===== src/rtl/nw_aligner.sv =====
// Needleman-Wunsch aligner with runtime lengths and weights.
// Fills the DP matrix one cell per cycle with a single row buffer, then streams the traceback path.
module nw_aligner #(
  parameter int MAX_LEN     = 16,
  parameter int CWIDTH      = 2,
  parameter int SWIDTH      = 16,
  parameter int CORD_LENGTH = 8,
  parameter int WWIDTH      = 8
) (
  input  logic                          clk,
  input  logic                          reset,
  input  logic                          start,
  input  logic [CORD_LENGTH-1:0]        len1,
  input  logic [CORD_LENGTH-1:0]        len2,
  input  logic [MAX_LEN*CWIDTH-1:0]     s1,
  input  logic [MAX_LEN*CWIDTH-1:0]     s2,
  input  logic [WWIDTH-1:0]             w_match,
  input  logic [WWIDTH-1:0]             w_mismatch,
  input  logic [WWIDTH-1:0]             w_indel,
  output logic                          busy,
  output logic signed [SWIDTH-1:0]      score,
  output logic                          score_valid,
  output logic                          out_valid,
  input  logic                          out_ready,
  output logic [CORD_LENGTH-1:0]        out_y,
  output logic [CORD_LENGTH-1:0]        out_x,
  output logic [1:0]                    out_dir,
  output logic                          out_last,
  output logic                          done,
  output logic                          err
);

  localparam int AW = $clog2(MAX_LEN + 1);
  localparam logic [1:0] DIR_TOP    = 2'b00;
  localparam logic [1:0] DIR_LEFT   = 2'b01;
  localparam logic [1:0] DIR_CORNER = 2'b10;

  typedef enum logic [2:0] {IDLE, FILL, TB_READ, TB_EMIT, DONE} state_t;

  state_t state, state_nxt;

  logic [CORD_LENGTH-1:0]    len1_r, len2_r, i, j, nxt_i, nxt_j, i_m1, j_m1;
  logic [MAX_LEN*CWIDTH-1:0] s1_r, s2_r;
  logic signed [SWIDTH-1:0]  w_match_r, w_mismatch_r, w_indel_r;
  logic signed [SWIDTH-1:0]  h_diag, h_left, h_edge;
  logic signed [SWIDTH-1:0]  row [0:MAX_LEN];
  logic [1:0]                dmem [0:MAX_LEN][0:MAX_LEN];

  logic [AW-1:0]             i_a, j_a;
  logic [CWIDTH-1:0]         c1, c2;
  logic signed [SWIDTH-1:0]  w_sub, cand_corner, cand_above, cand_left, best;
  logic [1:0]                best_dir, tb_dir;
  logic [CORD_LENGTH-1:0]    tb_ni, tb_nj;
  logic                      illegal_len, last_cell;

  assign i_a  = i[AW-1:0];
  assign j_a  = j[AW-1:0];
  assign i_m1 = i - CORD_LENGTH'(1);
  assign j_m1 = j - CORD_LENGTH'(1);

  assign illegal_len = (len1 == '0) || (len2 == '0) ||
                       (len1 > CORD_LENGTH'(MAX_LEN)) || (len2 > CORD_LENGTH'(MAX_LEN));
  assign last_cell   = (i == len1_r) && (j == len2_r);

  assign busy      = (state != IDLE);
  assign done      = (state == DONE);
  assign out_valid = (state == TB_EMIT);

  always_comb begin
    c1 = '0;
    c2 = '0;
    for (int k = 0; k < MAX_LEN; k++) begin
      if (i_m1 == CORD_LENGTH'(k)) c1 = s1_r[k*CWIDTH +: CWIDTH];
      if (j_m1 == CORD_LENGTH'(k)) c2 = s2_r[k*CWIDTH +: CWIDTH];
    end
  end

  // Ties resolve toward CORNER first, then TOP.
  always_comb begin
    w_sub       = (c1 == c2) ? w_match_r : w_mismatch_r;
    cand_corner = h_diag + w_sub;
    cand_above  = row[j_a] + w_indel_r;
    cand_left   = h_left + w_indel_r;
    best        = cand_left;
    best_dir    = DIR_LEFT;
    if ((cand_corner >= cand_above) && (cand_corner >= cand_left)) begin
      best     = cand_corner;
      best_dir = DIR_CORNER;
    end else if (cand_above >= cand_left) begin
      best     = cand_above;
      best_dir = DIR_TOP;
    end
  end

  always_comb begin
    tb_dir = dmem[i_a][j_a];
    if (i == '0)      tb_dir = DIR_LEFT;
    else if (j == '0) tb_dir = DIR_TOP;
    tb_ni = (tb_dir == DIR_LEFT) ? i : i_m1;
    tb_nj = (tb_dir == DIR_TOP)  ? j : j_m1;
  end

  always_comb begin
    state_nxt = state;
    case (state)
      IDLE:    if (start) state_nxt = illegal_len ? DONE : FILL;
      FILL:    if (last_cell) state_nxt = TB_READ;
      TB_READ: state_nxt = TB_EMIT;
      TB_EMIT: if (out_ready) state_nxt = out_last ? DONE : TB_READ;
      DONE:    state_nxt = IDLE;
      default: state_nxt = IDLE;
    endcase
  end

  always_ff @(posedge clk or negedge reset) begin
    if (!reset) state <= IDLE;
    else        state <= state_nxt;
  end

  always_ff @(posedge clk or negedge reset) begin
    if (!reset) begin
      len1_r <= '0; len2_r <= '0; s1_r <= '0; s2_r <= '0;
      w_match_r <= '0; w_mismatch_r <= '0; w_indel_r <= '0;
      i <= '0; j <= '0; nxt_i <= '0; nxt_j <= '0;
      h_diag <= '0; h_left <= '0; h_edge <= '0;
      score <= '0; score_valid <= 1'b0; err <= 1'b0;
      out_y <= '0; out_x <= '0; out_dir <= '0; out_last <= 1'b0;
    end else begin
      case (state)
        IDLE: if (start) begin
          len1_r       <= len1;
          len2_r       <= len2;
          s1_r         <= s1;
          s2_r         <= s2;
          w_match_r    <= SWIDTH'($signed(w_match));
          w_mismatch_r <= SWIDTH'($signed(w_mismatch));
          w_indel_r    <= SWIDTH'($signed(w_indel));
          score_valid  <= 1'b0;
          err          <= illegal_len;
          if (illegal_len) begin
            score <= '0;
          end else begin
            i      <= CORD_LENGTH'(1);
            j      <= CORD_LENGTH'(1);
            h_diag <= '0;
            h_left <= SWIDTH'($signed(w_indel));
            h_edge <= SWIDTH'($signed(w_indel));
          end
        end
        // h_edge tracks H[i][0] so row starts need no multiplier.
        FILL: begin
          if (j == len2_r) begin
            if (i == len1_r) begin
              score       <= best;
              score_valid <= 1'b1;
            end else begin
              i      <= i + CORD_LENGTH'(1);
              j      <= CORD_LENGTH'(1);
              h_diag <= h_edge;
              h_left <= h_edge + w_indel_r;
              h_edge <= h_edge + w_indel_r;
            end
          end else begin
            j      <= j + CORD_LENGTH'(1);
            h_diag <= row[j_a];
            h_left <= best;
          end
        end
        TB_READ: begin
          out_y    <= i;
          out_x    <= j;
          out_dir  <= tb_dir;
          out_last <= (tb_ni == '0) && (tb_nj == '0);
          nxt_i    <= tb_ni;
          nxt_j    <= tb_nj;
        end
        TB_EMIT: if (out_ready) begin
          i <= nxt_i;
          j <= nxt_j;
        end
        default: ;
      endcase
    end
  end

  always_ff @(posedge clk) begin
    if (state == IDLE && start) begin
      for (int k = 0; k <= MAX_LEN; k++)
        row[k] <= $signed(SWIDTH'(k)) * SWIDTH'($signed(w_indel));
    end else if (state == FILL) begin
      row[j_a]       <= best;
      dmem[i_a][j_a] <= best_dir;
    end
  end

endmodule


===== config.mk =====
export PLATFORM = sky130hd
export DESIGN_NAME = nw_aligner
export DESIGN_NICKNAME = d
export VERILOG_FILES = /design/src/rtl/nw_aligner.sv
export SDC_FILE = /design/constraint.sdc
export NUM_CORES = 2
export LEC_CHECK = 0
export ABC_AREA = 0
export BUFFER_PORTS_ARGS = -buffer_cell sky130_fd_sc_hd__buf_4
export CAP_MARGIN = 10
export CORE_UTILIZATION = 30
export CTS_BUF_LIST = sky130_fd_sc_hd__clkbuf_8
export DETAILED_ROUTE_END_ITERATION = 12
export SLEW_MARGIN = 20
export SYNTH_ARGS = -nofsm -noshare
export SYNTH_HDL_FRONTEND = slang
export SYNTH_SLANG_ARGS = --single-unit

===== constraint.sdc =====
create_clock -name clk -period 29.2 [get_ports clk]
set_input_delay 1.46 -clock clk [delete_from_list [all_inputs] [get_ports clk]]
set_output_delay 1.46 -clock clk [all_outputs]
set_load 0.05 [all_outputs]

After elaboration in Yosys (flattened, before gate mapping)
Memories as Yosys holds them, arrays and structs flattened.
Cells that the tools add are included.
{"block": "op_classes", "multipliers": 11, "mux": 92, "eq_ne": 47, "addsub": 8, "magnitude_cmp": 7, "n_reduce_logical": 30, "n_bitwise": 1}
{"cell": "16-bit two-way mux", "n": 17}
{"cell": "8-bit by 4-bit equality test with 1-bit output, second input constant", "n": 16}
{"cell": "16-bit case mux with 2 select lines", "n": 4}
{"cell": "8-bit two-way mux", "n": 10}
{"cell": "2-bit two-way mux", "n": 38}
{"cell": "8-bit by 3-bit equality test with 1-bit output, second input constant", "n": 8}
{"cell": "8-bit logical NOT", "n": 8}
{"cell": "5-bit by 8-bit multiplier with 13-bit output, first input constant", "n": 4}
{"cell": "16-bit by 8-bit adder with 16-bit output", "n": 3}
{"cell": "16-bit >= comparator", "n": 3}
{"cell": "4-bit by 8-bit multiplier with 12-bit output, first input constant", "n": 4}
{"cell": "8-bit case mux with 3 select lines", "n": 2}
{"cell": "34-bit two-way mux", "n": 1}
{"cell": "3-bit by 8-bit multiplier with 11-bit output, first input constant", "n": 3}
{"cell": "8-bit by 2-bit equality test with 1-bit output, second input constant", "n": 4}
{"cell": "16-bit adder", "n": 1}
{"cell": "8-bit by 1-bit adder with 8-bit output, second input constant", "n": 2}
{"cell": "8-bit by 1-bit equality test with 1-bit output, second input constant", "n": 2}
{"cell": "8-bit equality test", "n": 2}
{"cell": "8-bit by 5-bit greater-than comparator with 1-bit output, second input constant", "n": 2}
{"cell": "16-bit OR reduction", "n": 1}
{"cell": "8-bit by 1-bit subtractor with 8-bit output, second input constant", "n": 2}
{"cell": "3-bit two-way mux", "n": 5}
{"cell": "5-bit AND reduction", "n": 3}
{"cell": "other kinds (27)", "n": 51}
{"block": "totals", "output_inout_bits": 40, "ram_bits": 850, "n_memories": 2, "in_bits": 108, "reg_bits": 224}
{"name": "dmem", "depth": 17, "word_bits": 34, "rd": 1, "rd_clocked_by_memory_dff": 0, "write_ports": 1, "line": "47", "text": "logic [1:0] dmem [0:MAX_LEN][0:MAX_LEN];"}
{"name": "row", "depth": 17, "word_bits": 16, "rd": 1, "rd_clocked_by_memory_dff": 0, "write_ports": 17, "line": "46", "text": "logic signed [SWIDTH-1:0] row [0:MAX_LEN];"}

Logic depth before layout (Yosys ltp)
{"block": "logic_depth", "ltp_word": 27, "ltp_mapped": 46, "depth_no_buf": 36}

Worst setup path after synthesis
OpenSTA, ideal clock, no wires.
{"block": "synth_timing", "path_type": "flip-flop to flip-flop", "start": "register i[0]", "end": "memory dmem[0][0] in the netlist's numbering (data pin)", "slack_ns": 14.211, "synth_period_minus_slack_ns": 14.989, "t_arrival_ns": 13.439, "t_required_ns": 27.650, "stages_incl_launch_ff": 37, "setup_time_ns": 1.550, "cell_sequence": "dfrtp_1 buf_6 buf_4 buf_4 buf_6 buf_4 buf_4 inv_1 ha_1 nor3b_1 xnor2_1 and4_1 o21a_1 o311ai_0 a32oi_1 xnor2_1 nand2_1 mux2_2 ha_1 inv_1 fa_1 nor2b_1 o21ai_0 a21boi_0 o21ai_0 a21oi_1 o21a_1 o21a_1 nor2_1 xnor2_1 ha_1 a21o_1 a21oi_1 nor2_1 o311a_1 o22a_1 nor2_1"}
{"block": "synth_between", "elab_chain_cells": 24}
{"element": "start, declared", "line": "42", "text": "logic [CORD_LENGTH-1:0] len1_r, len2_r, i, j, nxt_i, nxt_j, i_m1, j_m1;"}
{"element": "start signal, assigned", "line": "157", "text": "i <= i + CORD_LENGTH'(1);"}
{"element": "start signal, assigned", "line": "178", "text": "i <= nxt_i;"}
{"element": "8-bit by 1-bit subtractor with 8-bit output *", "line": "58", "text": "assign i_m1 = i - CORD_LENGTH'(1);"}
{"element": "8-bit logical NOT", "line": "73", "text": "if (i_m1 == CORD_LENGTH'(k)) c1 = s1_r[k*CWIDTH +: CWIDTH];"}
{"element": "2-bit two-way mux (15 in a row)", "line": "73"}
{"element": "2-bit two-way mux *", "line": "73"}
{"element": "2-bit equality test *", "line": "80", "text": "w_sub = (c1 == c2) ? w_match_r : w_mismatch_r;"}
{"element": "16-bit two-way mux *", "line": "80"}
{"element": "16-bit adder *", "line": "81", "text": "cand_corner = h_diag + w_sub;"}
{"element": "16-bit >= comparator", "line": "86", "text": "if ((cand_corner >= cand_above) && (cand_corner >= cand_left)) begin"}
{"element": "1-bit logical AND *", "line": "86"}
{"element": "2-bit two-way mux *", "line": "86"}
{"element": "net best_dir[0]", "line": "52", "text": "logic [1:0] best_dir, tb_dir;"}
{"element": "end, declared", "line": "47"}
Mark *: on every way through the listed nets, which the timed path passes. The rest lies on a longest branch.

==> metrics.md <==
| Metric | Value |
|---|---|
| Status | `complete, no violations` |
| Syn Area/Cell | `12.6 sq um` |
| PortBufs | `147` |
| Warnings, synthesis | `0` |
| Gr usage total | `between 15 and 20%` |
| Slew HR | `18.2%` |
| I/O pin cnt | `about 150` |
| Placed insts | `roughly 8000` |
| Area Overhead vs Synth | `12.7%` |
| Hold buffer count at cts | `0` |
| Die area | `214000 sq um` |
| Initial antenna violation count | `6` |
| Post-DRT Antenna Nets | `0` |
| Synth Register Bits | `between 1000 and 1500` |
| Detailed Routing Iterations Pass 1 | `8` |
| Syn Inst Count | `between 5000 and 6000` |
| Setup violations, final | `0` |
| Share of cells above drive strength 1 | `around 16%` |
| Chip width | `about 460 microns` |
| Nature of the critical path startpoint | `register` |
| Total gr overflow | `0` |
| Total leakage power | `roughly 0.026 uW` |
| Total number of H-tree levels | `4` |
| Setup TNS | `0 ns` |
| Actual slew at the worst max-slew pin | `~1.2 ns` |
| # resized after CTS | `0` |
| Dpl hpwl | `roughly 130 mm` |
| CP arrival | `roughly 12 ns` |
| Core area | `~210000 sq um` |
| Final worst slack | `roughly 18 ns` |
| Async set or reset register ratio after synthesis | `between 15 and 20%` |
| Mapped Area | `approximately 64000 sq um` |
| Die height | `~460 microns` |
| Total power | `roughly 5700 uW` |
| CP Capture Type | `register` |
| CTS root buf | `clkbuf_8` |
| Slowest-stage cell, CP | `a311oi_4` |
| Max stage delay on crit path | `a little under 1 ns` |
| Clock skew | `roughly 0.063 ns` |
| Count of final hold-check violations | `0` |
| Post-Route WL | `196 mm` |
| GPL Wtd Cong | `about 0.90` |
| Final slew viol count | `0` |
| Fmax | `between 0.08 and 0.09 GHz` |
| Num CTS Buffers | `roughly 200` |
| Data required, critical path | `~30 ns` |
| Vias per cell | `between 5 and 6` |
| Initial Utilization | `roughly 30%` |
| Commonest non-fill, non-tap cell in the layout | `edfxtp_1` |
| Max Cap Viol | `0` |
| Period utilisation layout | `between 30% and 40%` |
| Setup Buffers After CTS | `0` |
| Clk_lat worst skew | `0.95 ns` |
| CTS tree | `done` |
| Routed vias | `approximately 43000` |
| First-pass GRT wire length | `~290 mm` |
| 1st-iter DRT viols | `between 4000 and 5000` |
| Peak supply drop | `~0.00016 V` |
| Residual DRC count | `0` |
| Min Tclk post-route | `roughly 11 ns` |
| Vias in the first global route | `42300` |
| Synth unique cells | `85` |
| Worst Setup Path Type | `register to register` |
| Sequential fraction of the synthesis area | `around 60%` |
| Worst Path Max Fanout | `91` |
| EDFF count, synth | `1090` |
| Avg WL per Cell | `around 24 microns` |
| Non-Filler Instances | `around 8000` |
| Post-synth top flop | `edfxtp_1` |
| RSZ-0062 raised after global routing | `false` |
| Hold Path Class | `register to register` |
| CTS sink count | `between 1000 and 1500` |
| Syn Nets | `about 5400` |
| Post-place setup slack | `around 18 ns` |
| Worst-path clk slew | `0.07 ns` |
| Commonest non-fill, non-tap cells in the layout | `1090 x edfxtp_1, 711 x nand2_1, 484 x nor2_1` |
| Core Rows | `168` |
| Final #Nets | `between 5000 and 6000` |
| Largest net degree at the start of global routing | `276` |
| PwrDens | `between 70 and 80 nW/um^2` |
| Clock buffer depth | `3` |
## where the power goes
part	internal, uW	switching (uW)
Sequential	2660	10.5
Clock	721	730
Combinational	350	1250
## through the flow
stage	utilization, %	hold slack [ns]	instance area (sq um)
CTS	34.1	0.476	71800
finish	34.1	0.473	71800
global route	34.1	0.486	71800
detailed placement	32.4	0.457	68100
floorplan	-	0.437	63700
global placement	32.4	0.449	68100
## layer usage
layer	part of all wire, %	vias up	GRT usage [%]
met5	0.0087	-	0
met3	8.8	341	3.32
met2	47	2173	28.9
met1	41	21600	24.0
li1	-	18900	-
met4	3.4	4	5.98
## path summary, 6_finish.rpt
| path | start | slack (ns) | to | depth (start not counted) |
|---|---|---|---|---|
| setup / recovery | j[1] | 18.00 | row[26][14] | 35 |
| hold / removal | w_mismatch_r[7] | 0.47 | w_mismatch_r[7] | 2 |
| setup reg to reg | j[1] | 18.00 | row[26][14] | 35 |
| hold reg to reg | w_mismatch_r[7] | 0.47 | w_mismatch_r[7] | 2 |
| max in group asynchronous | reset | 27.19 | s2_r[0] | 2 |
| min in group asynchronous | reset | 0.56 | score[1] | 1 |
## cells in the mapped netlist (6+ instances only)
library cell	count	area share (%)
edfxtp_1	1090	51
a221oi_1	14	0.19
o21ai_0	352	2.8
o21bai_1	25	0.29
xor2_1	41	0.56
a22o_1	6	0.082
a211o_1	7	0.096
mux2_2	28	0.49
nand2_1	720	4.2
mux2i_1	162	2.5
o31ai_1	13	0.15
nor2b_1	25	0.25
o21ai_1	14	0.11
and2_1	14	0.14
inv_1	179	1.1
a31oi_1	18	0.18
a21oi_1	207	1.6
nand3_1	55	0.43
a211oi_1	34	0.40
nor2_1	497	2.9
o211ai_1	26	0.31
o2bb2ai_1	6	0.082
a21o_1	30	0.35
nor3_1	49	0.38
a32oi_1	9	0.12
xnor2_1	113	1.6
or2_2	6	0.059
and3_1	20	0.20
ha_1	194	3.8
buf_4	14	0.16
a22oi_1	79	0.93
fa_1	36	1.1
o22ai_1	24	0.24
or3_1	16	0.16
o21a_1	14	0.16
buf_2	22	0.17
clkbuf_1	257	1.5
nor4_1	9	0.088
nor3b_1	7	0.082
mux4_2	215	7.6
dfrtp_1	224	8.8
nand4_1	34	0.33
nand2b_1	25	0.25
buf_1	30	0.18
## registers in the layout, indices dropped and copies added, names as in the netlist, 16 cells and up
name,flops
dmem,578
row,512
s1_r,32
s2_r,32
h_diag,16
h_edge,16
h_left,16
score,16
## cell families (layout without fill, tap and decap cells)
family	count (synthesis)	in the layout	share of synthesized area (%)
other cells	0	2	0
xor+xnor	154	154	2.12
buf+inv	512	797	3.23
flops	1314	1314	60.2
simple gates	1498	1498	9.82
fa+ha+maj	230	230	4.94
mux	410	410	10.8
compound gates	935	935	8.93
## final cells by class
class,count,area (sq um)
multi-input combinational,3227,23600
tap,2805,3510
sequential,1314,38400
clock inverter,143,777
inverter,184,691
clock buffer,212,2920
timing repair buffer,258,2000
fill,20500,139000
antenna,2,5.00
## worst max-delay path, delay by kind of cell, from the launching register on
family / cells / cell delay, ns
AO/OA/AOI/OAI: 11 / 2.80
AND/OR/NAND/NOR: 10 / 1.66
multiplexers: 3 / 1.07
flip-flops: 1 / 0.86
XOR/XNOR: 3 / 1.55
adder cells (fa/ha/maj): 4 / 1.22
buffers and inverters: 4 / 1.58
(Power assumes the default switching activity.)
